**config.mk**
```make
export PLATFORM = sky130hd
export DESIGN_NAME = iob_pcie_chnl_ctrl
export DESIGN_NICKNAME = d
export VERILOG_FILES = /design/src/rtl/iob_pcie_chnl_ctrl.sv
export SDC_FILE = /design/constraint.sdc
export NUM_CORES = 2
export LEC_CHECK = 0
export ABC_AREA = 0
export BUFFER_PORTS_ARGS = -buffer_cell sky130_fd_sc_hd__clkbuf_2
export CORE_MARGIN = 2
export CORE_UTILIZATION = 40
export CTS_BUF_LIST = sky130_fd_sc_hd__clkbuf_4 sky130_fd_sc_hd__clkbuf_8
export DETAILED_ROUTE_END_ITERATION = 7
export MAX_ROUTING_LAYER = met4
export SLEW_MARGIN = 20
export SYNTH_ARGS = -nofsm -noshare
export SYNTH_HDL_FRONTEND = slang
export SYNTH_SLANG_ARGS = --single-unit
```
**constraint.sdc**
```tcl
create_clock -name clk -period 6.3 [get_ports clk]
set_input_delay 1.26 -clock clk [delete_from_list [all_inputs] [get_ports clk]]
set_output_delay 1.26 -clock clk [all_outputs]
set_load 0.05 [all_outputs]
```
**src/rtl/iob_pcie_chnl_ctrl.sv**
```systemverilog
// ----------------------------------------------------------------------------
// iob_pcie_chnl_ctrl
//
// Purpose
//   RIFFA-style PCIe channel controller. Two independent FSMs run the RX and
//   TX channel handshakes in hardware. Each FSM counts data beats of
//   PCI_DATA_W bits. A first-word-fall-through FIFO on each side buffers
//   data towards the CPU-side register/DMA logic.
//
// Ports
//   clk, rst_n                   clock, asynchronous active-low reset
//   soft_clr_i                   synchronous flush of both FSMs and FIFOs
//   chnl_rx_*                    PCIe RX channel (pending/last/len/data/ack)
//   chnl_tx_*                    PCIe TX channel (active/last/len/data/ack)
//   rx_data_o/rx_empty_o/rx_ren_i/rx_level_o   CPU pop port of the RX FIFO
//   rx_len_o/rx_last_o/rx_done_o/rx_done_clr_i RX transaction status
//   tx_data_i/tx_wen_i/tx_full_o/tx_level_o    CPU push port of the TX FIFO
//   tx_start_i/tx_len_i/tx_last_i              TX transaction request
//   tx_busy_o/tx_done_o                        TX transaction status
// ----------------------------------------------------------------------------

// Synchronous FWFT FIFO. The head word is presented combinationally, so a
// write becomes visible on data_o in the cycle after it is accepted. data_o
// is forced to zero while the FIFO is empty so that stale storage never
// shows up on the outputs.
module iob_pcie_chnl_fifo #(
    parameter int DATA_W = 64,
    parameter int ADDR_W = 5
) (
    input  logic              clk,
    input  logic              rst_n,
    input  logic              clr_i,
    input  logic              wen_i,
    input  logic [DATA_W-1:0] data_i,
    input  logic              ren_i,
    output logic [DATA_W-1:0] data_o,
    output logic              empty_o,
    output logic              full_o,
    output logic [ADDR_W:0]   level_o
);
    localparam int DEPTH = 1 << ADDR_W;

    logic [DATA_W-1:0] mem_q [DEPTH];
    logic [ADDR_W-1:0] wr_ptr_q;
    logic [ADDR_W-1:0] rd_ptr_q;
    logic [ADDR_W:0]   level_q;
    logic              push;
    logic              pop;

    assign empty_o = (level_q == '0);
    assign full_o  = level_q[ADDR_W];
    assign level_o = level_q;
    assign push    = wen_i & ~full_o;
    assign pop     = ren_i & ~empty_o;
    assign data_o  = empty_o ? '0 : mem_q[rd_ptr_q];

    // Storage carries no reset; only the pointers define validity.
    always_ff @(posedge clk) begin
        if (push) begin
            mem_q[wr_ptr_q] <= data_i;
        end
    end

    always_ff @(posedge clk or negedge rst_n) begin
        if (!rst_n) begin
            wr_ptr_q <= '0;
            rd_ptr_q <= '0;
            level_q  <= '0;
        end else if (clr_i) begin
            wr_ptr_q <= '0;
            rd_ptr_q <= '0;
            level_q  <= '0;
        end else begin
            if (push) wr_ptr_q <= wr_ptr_q + ADDR_W'(1);
            if (pop)  rd_ptr_q <= rd_ptr_q + ADDR_W'(1);
            if (push && !pop)      level_q <= level_q + (ADDR_W+1)'(1);
            else if (pop && !push) level_q <= level_q - (ADDR_W+1)'(1);
        end
    end
endmodule

module iob_pcie_chnl_ctrl #(
    parameter int PCI_DATA_W  = 64,
    parameter int FIFO_ADDR_W = 5,
    parameter int LEN_W       = 32
) (
    input  logic                  clk,
    input  logic                  rst_n,
    input  logic                  soft_clr_i,
    input  logic                  chnl_rx_i,
    input  logic                  chnl_rx_last_i,
    input  logic [LEN_W-1:0]      chnl_rx_len_i,
    input  logic [PCI_DATA_W-1:0] chnl_rx_data_i,
    input  logic                  chnl_rx_data_valid_i,
    output logic                  chnl_rx_data_ren_o,
    output logic                  chnl_rx_ack_o,
    output logic                  chnl_tx_o,
    output logic                  chnl_tx_last_o,
    output logic [LEN_W-1:0]      chnl_tx_len_o,
    output logic [PCI_DATA_W-1:0] chnl_tx_data_o,
    output logic                  chnl_tx_data_valid_o,
    input  logic                  chnl_tx_data_ren_i,
    input  logic                  chnl_tx_ack_i,
    output logic [PCI_DATA_W-1:0] rx_data_o,
    output logic                  rx_empty_o,
    input  logic                  rx_ren_i,
    output logic [FIFO_ADDR_W:0]  rx_level_o,
    output logic [LEN_W-1:0]      rx_len_o,
    output logic                  rx_last_o,
    output logic                  rx_done_o,
    input  logic                  rx_done_clr_i,
    input  logic [PCI_DATA_W-1:0] tx_data_i,
    input  logic                  tx_wen_i,
    output logic                  tx_full_o,
    output logic [FIFO_ADDR_W:0]  tx_level_o,
    input  logic                  tx_start_i,
    input  logic [LEN_W-1:0]      tx_len_i,
    input  logic                  tx_last_i,
    output logic                  tx_busy_o,
    output logic                  tx_done_o
);
    // 32-bit words per beat; always a power of two (1, 2 or 4).
    localparam int WPB = PCI_DATA_W / 32;
    localparam int SH  = $clog2(WPB);

    // Beats needed for a length in 32-bit words, rounding a partial last
    // beat up. Shift-and-carry form avoids overflow near the top of LEN_W.
    function automatic logic [LEN_W-1:0] beats_of(input logic [LEN_W-1:0] len);
        logic [LEN_W-1:0] mask;
        mask = LEN_W'(WPB - 1);
        return (len >> SH) + LEN_W'(|(len & mask));
    endfunction

    typedef enum logic [1:0] {R_IDLE, R_ACK, R_DATA, R_DONE} rx_state_t;
    typedef enum logic [1:0] {T_IDLE, T_REQ, T_DATA} tx_state_t;

    rx_state_t        rx_state_q, rx_state_d;
    logic [LEN_W-1:0] rx_len_q, rx_len_d;
    logic             rx_last_q, rx_last_d;
    logic [LEN_W-1:0] rx_beats_q, rx_beats_d;
    logic [LEN_W-1:0] rx_cnt_q, rx_cnt_d;
    logic             rx_done_q, rx_done_d;

    tx_state_t        tx_state_q, tx_state_d;
    logic [LEN_W-1:0] tx_len_q, tx_len_d;
    logic             tx_last_q, tx_last_d;
    logic [LEN_W-1:0] tx_beats_q, tx_beats_d;
    logic [LEN_W-1:0] tx_cnt_q, tx_cnt_d;
    logic             tx_done_q, tx_done_d;

    logic rx_push;
    logic rx_full;
    logic tx_pop;
    logic tx_empty;

    // ---------------- FIFOs ----------------
    iob_pcie_chnl_fifo #(.DATA_W(PCI_DATA_W), .ADDR_W(FIFO_ADDR_W)) u_rx_fifo (
        .clk     (clk),
        .rst_n   (rst_n),
        .clr_i   (soft_clr_i),
        .wen_i   (rx_push),
        .data_i  (chnl_rx_data_i),
        .ren_i   (rx_ren_i),
        .data_o  (rx_data_o),
        .empty_o (rx_empty_o),
        .full_o  (rx_full),
        .level_o (rx_level_o)
    );

    iob_pcie_chnl_fifo #(.DATA_W(PCI_DATA_W), .ADDR_W(FIFO_ADDR_W)) u_tx_fifo (
        .clk     (clk),
        .rst_n   (rst_n),
        .clr_i   (soft_clr_i),
        .wen_i   (tx_wen_i),
        .data_i  (tx_data_i),
        .ren_i   (tx_pop),
        .data_o  (chnl_tx_data_o),
        .empty_o (tx_empty),
        .full_o  (tx_full_o),
        .level_o (tx_level_o)
    );

    // ---------------- RX FSM ----------------
    always_comb begin
        rx_state_d         = rx_state_q;
        rx_len_d           = rx_len_q;
        rx_last_d          = rx_last_q;
        rx_beats_d         = rx_beats_q;
        rx_cnt_d           = rx_cnt_q;
        rx_done_d          = rx_done_q;
        chnl_rx_ack_o      = 1'b0;
        chnl_rx_data_ren_o = 1'b0;
        rx_push            = 1'b0;
        case (rx_state_q)
            R_IDLE: begin
                if (chnl_rx_i) begin
                    rx_len_d   = chnl_rx_len_i;
                    rx_last_d  = chnl_rx_last_i;
                    rx_beats_d = beats_of(chnl_rx_len_i);
                    rx_cnt_d   = '0;
                    rx_state_d = R_ACK;
                end
            end
            R_ACK: begin
                chnl_rx_ack_o = 1'b1;
                rx_state_d    = (rx_beats_q == '0) ? R_DONE : R_DATA;
            end
            R_DATA: begin
                // Registered full only: a same-cycle CPU pop does not open
                // the door, keeping ren free of a combinational path from rx_ren_i.
                chnl_rx_data_ren_o = ~rx_full;
                if (chnl_rx_data_valid_i && !rx_full) begin
                    rx_push  = 1'b1;
                    rx_cnt_d = rx_cnt_q + LEN_W'(1);
                    if (rx_cnt_q + LEN_W'(1) == rx_beats_q) rx_state_d = R_DONE;
                end
                // Sender withdrew early: keep what arrived and finish.
                if (!chnl_rx_i) rx_state_d = R_DONE;
            end
            R_DONE: begin
                if (!chnl_rx_i) rx_state_d = R_IDLE;
            end
            default: rx_state_d = R_IDLE;
        endcase
        // Sticky done flag is set on entry to R_DONE; set beats clear.
        if (rx_state_d == R_DONE && rx_state_q != R_DONE) rx_done_d = 1'b1;
        else if (rx_done_clr_i)                         rx_done_d = 1'b0;
    end

    always_ff @(posedge clk or negedge rst_n) begin
        if (!rst_n) begin
            rx_state_q <= R_IDLE;
            rx_len_q   <= '0;
            rx_last_q  <= 1'b0;
            rx_beats_q <= '0;
            rx_cnt_q   <= '0;
            rx_done_q  <= 1'b0;
        end else if (soft_clr_i) begin
            rx_state_q <= R_IDLE;
            rx_len_q   <= '0;
            rx_last_q  <= 1'b0;
            rx_beats_q <= '0;
            rx_cnt_q   <= '0;
            rx_done_q  <= 1'b0;
        end else begin
            rx_state_q <= rx_state_d;
            rx_len_q   <= rx_len_d;
            rx_last_q  <= rx_last_d;
            rx_beats_q <= rx_beats_d;
            rx_cnt_q   <= rx_cnt_d;
            rx_done_q  <= rx_done_d;
        end
    end

    assign rx_len_o  = rx_len_q;
    assign rx_last_o = rx_last_q;
    assign rx_done_o = rx_done_q;

    // ---------------- TX FSM ----------------
    always_comb begin
        tx_state_d           = tx_state_q;
        tx_len_d             = tx_len_q;
        tx_last_d            = tx_last_q;
        tx_beats_d           = tx_beats_q;
        tx_cnt_d             = tx_cnt_q;
        tx_done_d            = 1'b0;
        tx_pop               = 1'b0;
        chnl_tx_o            = 1'b0;
        chnl_tx_data_valid_o = 1'b0;
        case (tx_state_q)
            T_IDLE: begin
                if (tx_start_i) begin
                    tx_len_d   = tx_len_i;
                    tx_last_d  = tx_last_i;
                    tx_beats_d = beats_of(tx_len_i);
                    tx_state_d = T_REQ;
                end
            end
            T_REQ: begin
                chnl_tx_o = 1'b1;
                if (chnl_tx_ack_i) begin
                    tx_cnt_d = '0;
                    if (tx_beats_q == '0) begin
                        tx_state_d = T_IDLE;
                        tx_done_d  = 1'b1;
                    end else begin
                        tx_state_d = T_DATA;
                    end
                end
            end
            T_DATA: begin
                chnl_tx_o            = 1'b1;
                chnl_tx_data_valid_o = ~tx_empty;
                if (!tx_empty && chnl_tx_data_ren_i) begin
                    tx_pop   = 1'b1;
                    tx_cnt_d = tx_cnt_q + LEN_W'(1);
                    if (tx_cnt_q + LEN_W'(1) == tx_beats_q) begin
                        tx_state_d = T_IDLE;
                        tx_done_d  = 1'b1;
                    end
                end
            end
            default: tx_state_d = T_IDLE;
        endcase
    end

    always_ff @(posedge clk or negedge rst_n) begin
        if (!rst_n) begin
            tx_state_q <= T_IDLE;
            tx_len_q   <= '0;
            tx_last_q  <= 1'b0;
            tx_beats_q <= '0;
            tx_cnt_q   <= '0;
            tx_done_q  <= 1'b0;
        end else if (soft_clr_i) begin
            tx_state_q <= T_IDLE;
            tx_len_q   <= '0;
            tx_last_q  <= 1'b0;
            tx_beats_q <= '0;
            tx_cnt_q   <= '0;
            tx_done_q  <= 1'b0;
        end else begin
            tx_state_q <= tx_state_d;
            tx_len_q   <= tx_len_d;
            tx_last_q  <= tx_last_d;
            tx_beats_q <= tx_beats_d;
            tx_cnt_q   <= tx_cnt_d;
            tx_done_q  <= tx_done_d;
        end
    end

    // Length/last are only presented while the transaction is on the channel.
    assign chnl_tx_len_o  = chnl_tx_o ? tx_len_q : '0;
    assign chnl_tx_last_o = chnl_tx_o & tx_last_q;
    assign tx_busy_o      = (tx_state_q != T_IDLE);
    assign tx_done_o      = tx_done_q;
endmodule

```
==> impl_metrics.ini <==
[status]
status = completed

[setup_path]
end_kind = output port
start_kind = register
worstPathArrival_ps = 4790
crit_fanout = 36
setup.worst_path.class = reg -> out
rrSetupSlack_ps = 1780
r2r-start = u_tx_fifo.level_o[3]
critPathRequiredTime_ps = 5040
startpoint = u_tx_fifo.rd_ptr_q[1]

[logic_synthesis]
synth_simple_gate_area_share_pct = 2.37
async_flop_share_pct = 5.36
seq_area_frac_synth_pct = 76.3
yosys_warnings = 0
ys_types = 61
ys_seq_elements = 4328
synth_edf_count = 4096
syn_inst = 7577
synth_compound_area_share_pct = 1.35
muxShareOfSynthArea_pct = 17.9
synth_area_um2 = 169000
syn_area_per_cell_um2 = 22.3
synth_flop_cell = edfxtp_1
synthAdderAreaFrac_pct = 0.224
synthXorXnorAreaFrac_pct = 0.871
synth_top_family_by_area = multiplexers
syn-num-nets = 7811

[floorplanning]
chipHeight_um = 654
num_rows = 238
core_um2 = 420000
initial_core_util_pct = 40.2
dieArea_um2 = 427000
die_x_um = 654
num_io_pins = 420

[global_routing]
antenna_found_initial = 50
grt_usage_pct = 21.1
grt_pass1_wl_um = 630000
grt_max_degree = 106
first_global_vias = 86200
grt_overflow_total = 0

[power_and_ir_drop]
switchingPower_mw = 18.3
power_density_nw_per_um2 = 344
peakVddDrop_v = 0.000325
swShare_pct = 27.4
p_clk_share_pct = 35.1
p_seq_share_pct = 48.3
p_int_mw = 48.4
leakagePower_nw = 60.4
power.share.combinational_pct = 16.6

[sta]
setup_viol = 0
hold_ws_ps = 300
drv_slew = 0
clock_skew_ps = 62.8
worstMarginPinSlew_ps = 1170
hold_viol = 0
setup_ws_ps = 247
relSlewSlack_pct = 22.3
post-route-period-util_pct = 96.1
fmax_mhz = 165
setup_tns_ps = 0
layout_min_cycle_time_ps = 6050
rsz0062_at_grt = no

[clocking]
clock_sinks = 4328
cts_buffers = 693
cts-root-buf = clkbuf_8
cts_max_path_buffers = 4
cts_htree_levels = 6
cts.clk_slew.worst_paths_ps = 70
clock_latency_ps = 1190
cts_tree = built

[placement]
gp_congestion = 0.826
dp_worst_setup_slack_ps = 1250
dp_hpwl_um = 236000
place_area_um2 = 180000
port_buffers = 419

[routing]
drtIter0Drc = 8935
drc = 0
ant_nets = 0
wl_met2_um = 216000
wl_met3_um = 31100
num_vias = 84100
drt_pass1_iterations = 6
wl_per_cell_um = 30.1
drt-total-wl_um = 445000
vias_per_cell = 5.70
top_layer_used = met4
m1WireLength_um = 187000

[finish]
drive_gt1_share_pct = 34.6
nFillCells = 34800
final_common_cell = edfxtp_1
fin_nets = 8782
stdcell_area_um2 = 194000
area_growth_syn_to_layout_pct = 14.6
final_cell_mix = 4096 x edfxtp_1, 1280 x mux4_2, 706 x clkbuf_8

[hold_path]
hold_path_startpoint = tx_last_i
hp-class = in -> reg

[flow_run]
max_cap_viol_count = 0
[cells in the mapped netlist, drive strengths merged (26+ instances only)]
master / number / area [µm²]
nor2: 290 / 1090
a22o: 66 / 578
nand3: 63 / 320
and2: 49 / 307
and3: 26 / 163
mux4: 1280 / 28800
inv: 39 / 146
nor4: 34 / 234
edfxtp: 4096 / 123000
nand2b: 41 / 257
dfrtp: 232 / 5810
xnor2: 99 / 867
buf: 124 / 492
nand2: 182 / 683
mux2i: 136 / 1360
o31ai: 46 / 345
nand4: 51 / 319
ha: 27 / 338
clkbuf: 290 / 1090
xor2: 69 / 604
a21oi: 43 / 215
o21ai: 137 / 686
[power by group through the flow]
| stage | clock, mW | combinational [mW] | sequential [mW] |
|---|---|---|---|
| floorplan | 0 | 7.63 | 32.8 |
| global placement | 0 | 11.1 | 32.8 |
| detailed placement | 0 | 11.2 | 32.8 |
| CTS | 23.9 | 11.3 | 32.2 |
| global route | 25.1 | 11.7 | 32.2 |
| finish | 23.4 | 11.0 | 32.2 |
[cell families after synthesis]
logic type,Yosys count
buf+inv,453
compound gates,351
simple gates,829
flops,4328
fa+ha+maj,29
mux,1419
xor+xnor,168
[state kept, by name (all words and copies together) (netlist names)]
signal,cells
u_rx_fifo.mem_q,2048
tx_done_o,1
rx_done_o,1
rx_beats_q,32
tx_state_q,2
u_tx_fifo.rd_ptr_q,5
tx_len_q,32
u_tx_fifo.level_o,6
u_rx_fifo.wr_ptr_q,5
u_tx_fifo.mem_q,2048
rx_last_o,1
rx_cnt_q,32
u_rx_fifo.level_o,6
tx_cnt_q,32
rx_len_o,32
rx_state_q,2
u_tx_fifo.wr_ptr_q,5
u_rx_fifo.rd_ptr_q,5
tx_last_q,1
tx_beats_q,32
[through the flow]
stage | power (mW) | util (%) | instances
final | 66.7 | 46.1 | 14800
after global routing | 69.0 | 46.1 | 14700
after CTS | 67.4 | 46.0 | 14700
after detailed placement | 44.0 | 42.9 | 13500
after global placement | 43.9 | 42.9 | 13500
after floorplan | 40.4 | - | 7577
[layer usage]
layer	global-route usage (%)	up-vias
met4	4.90	0
met1	29.2	45800
met2	33.1	3498
met3	3.30	742
li1	-	34000
met5	-	-
[worst max-delay path: stages, from the launching register on]
cell and delay, ps:
dfrtp_4 980, buf_12 340, mux4_2 340, mux4_2 500, mux2i_1 860, nor2_1 160, clkbuf_2 290
[what timing repair did]
item,4_1_cts,5_1_grt
hold buffers,1,0
setup endpoints to repair,3,0
endpoints found under the hold margin,24,0
gates resized for setup,1,0
buffers inserted,0,0
[layout make-up]
cell class	instances	area [µm²]	share of cell area, %
Clock buffer	949	11500	5.96
Multi-Input combinational cell	2796	38900	20.1
Sequential cell	4328	129000	66.6
Tap cell	5640	7060	3.65
Clock inverter	283	1760	0.907
Timing Repair Buffer	690	5220	2.70
Antenna cell	29	72.6	0.0375
Inverter	39	146	0.0756
[path summary, 6_finish.rpt]
kind	end	cells past startpoint
hold reg to reg	rx_len_o[28]	2
hold / removal	tx_last_q	2
setup / recovery	chnl_tx_data_o[63]	6
min in group asynchronous	tx_len_q[31]	2
max in group asynchronous	tx_beats_q[2]	3
setup reg to reg	tx_cnt_q[10]	11
(Power assumes the default switching activity.)
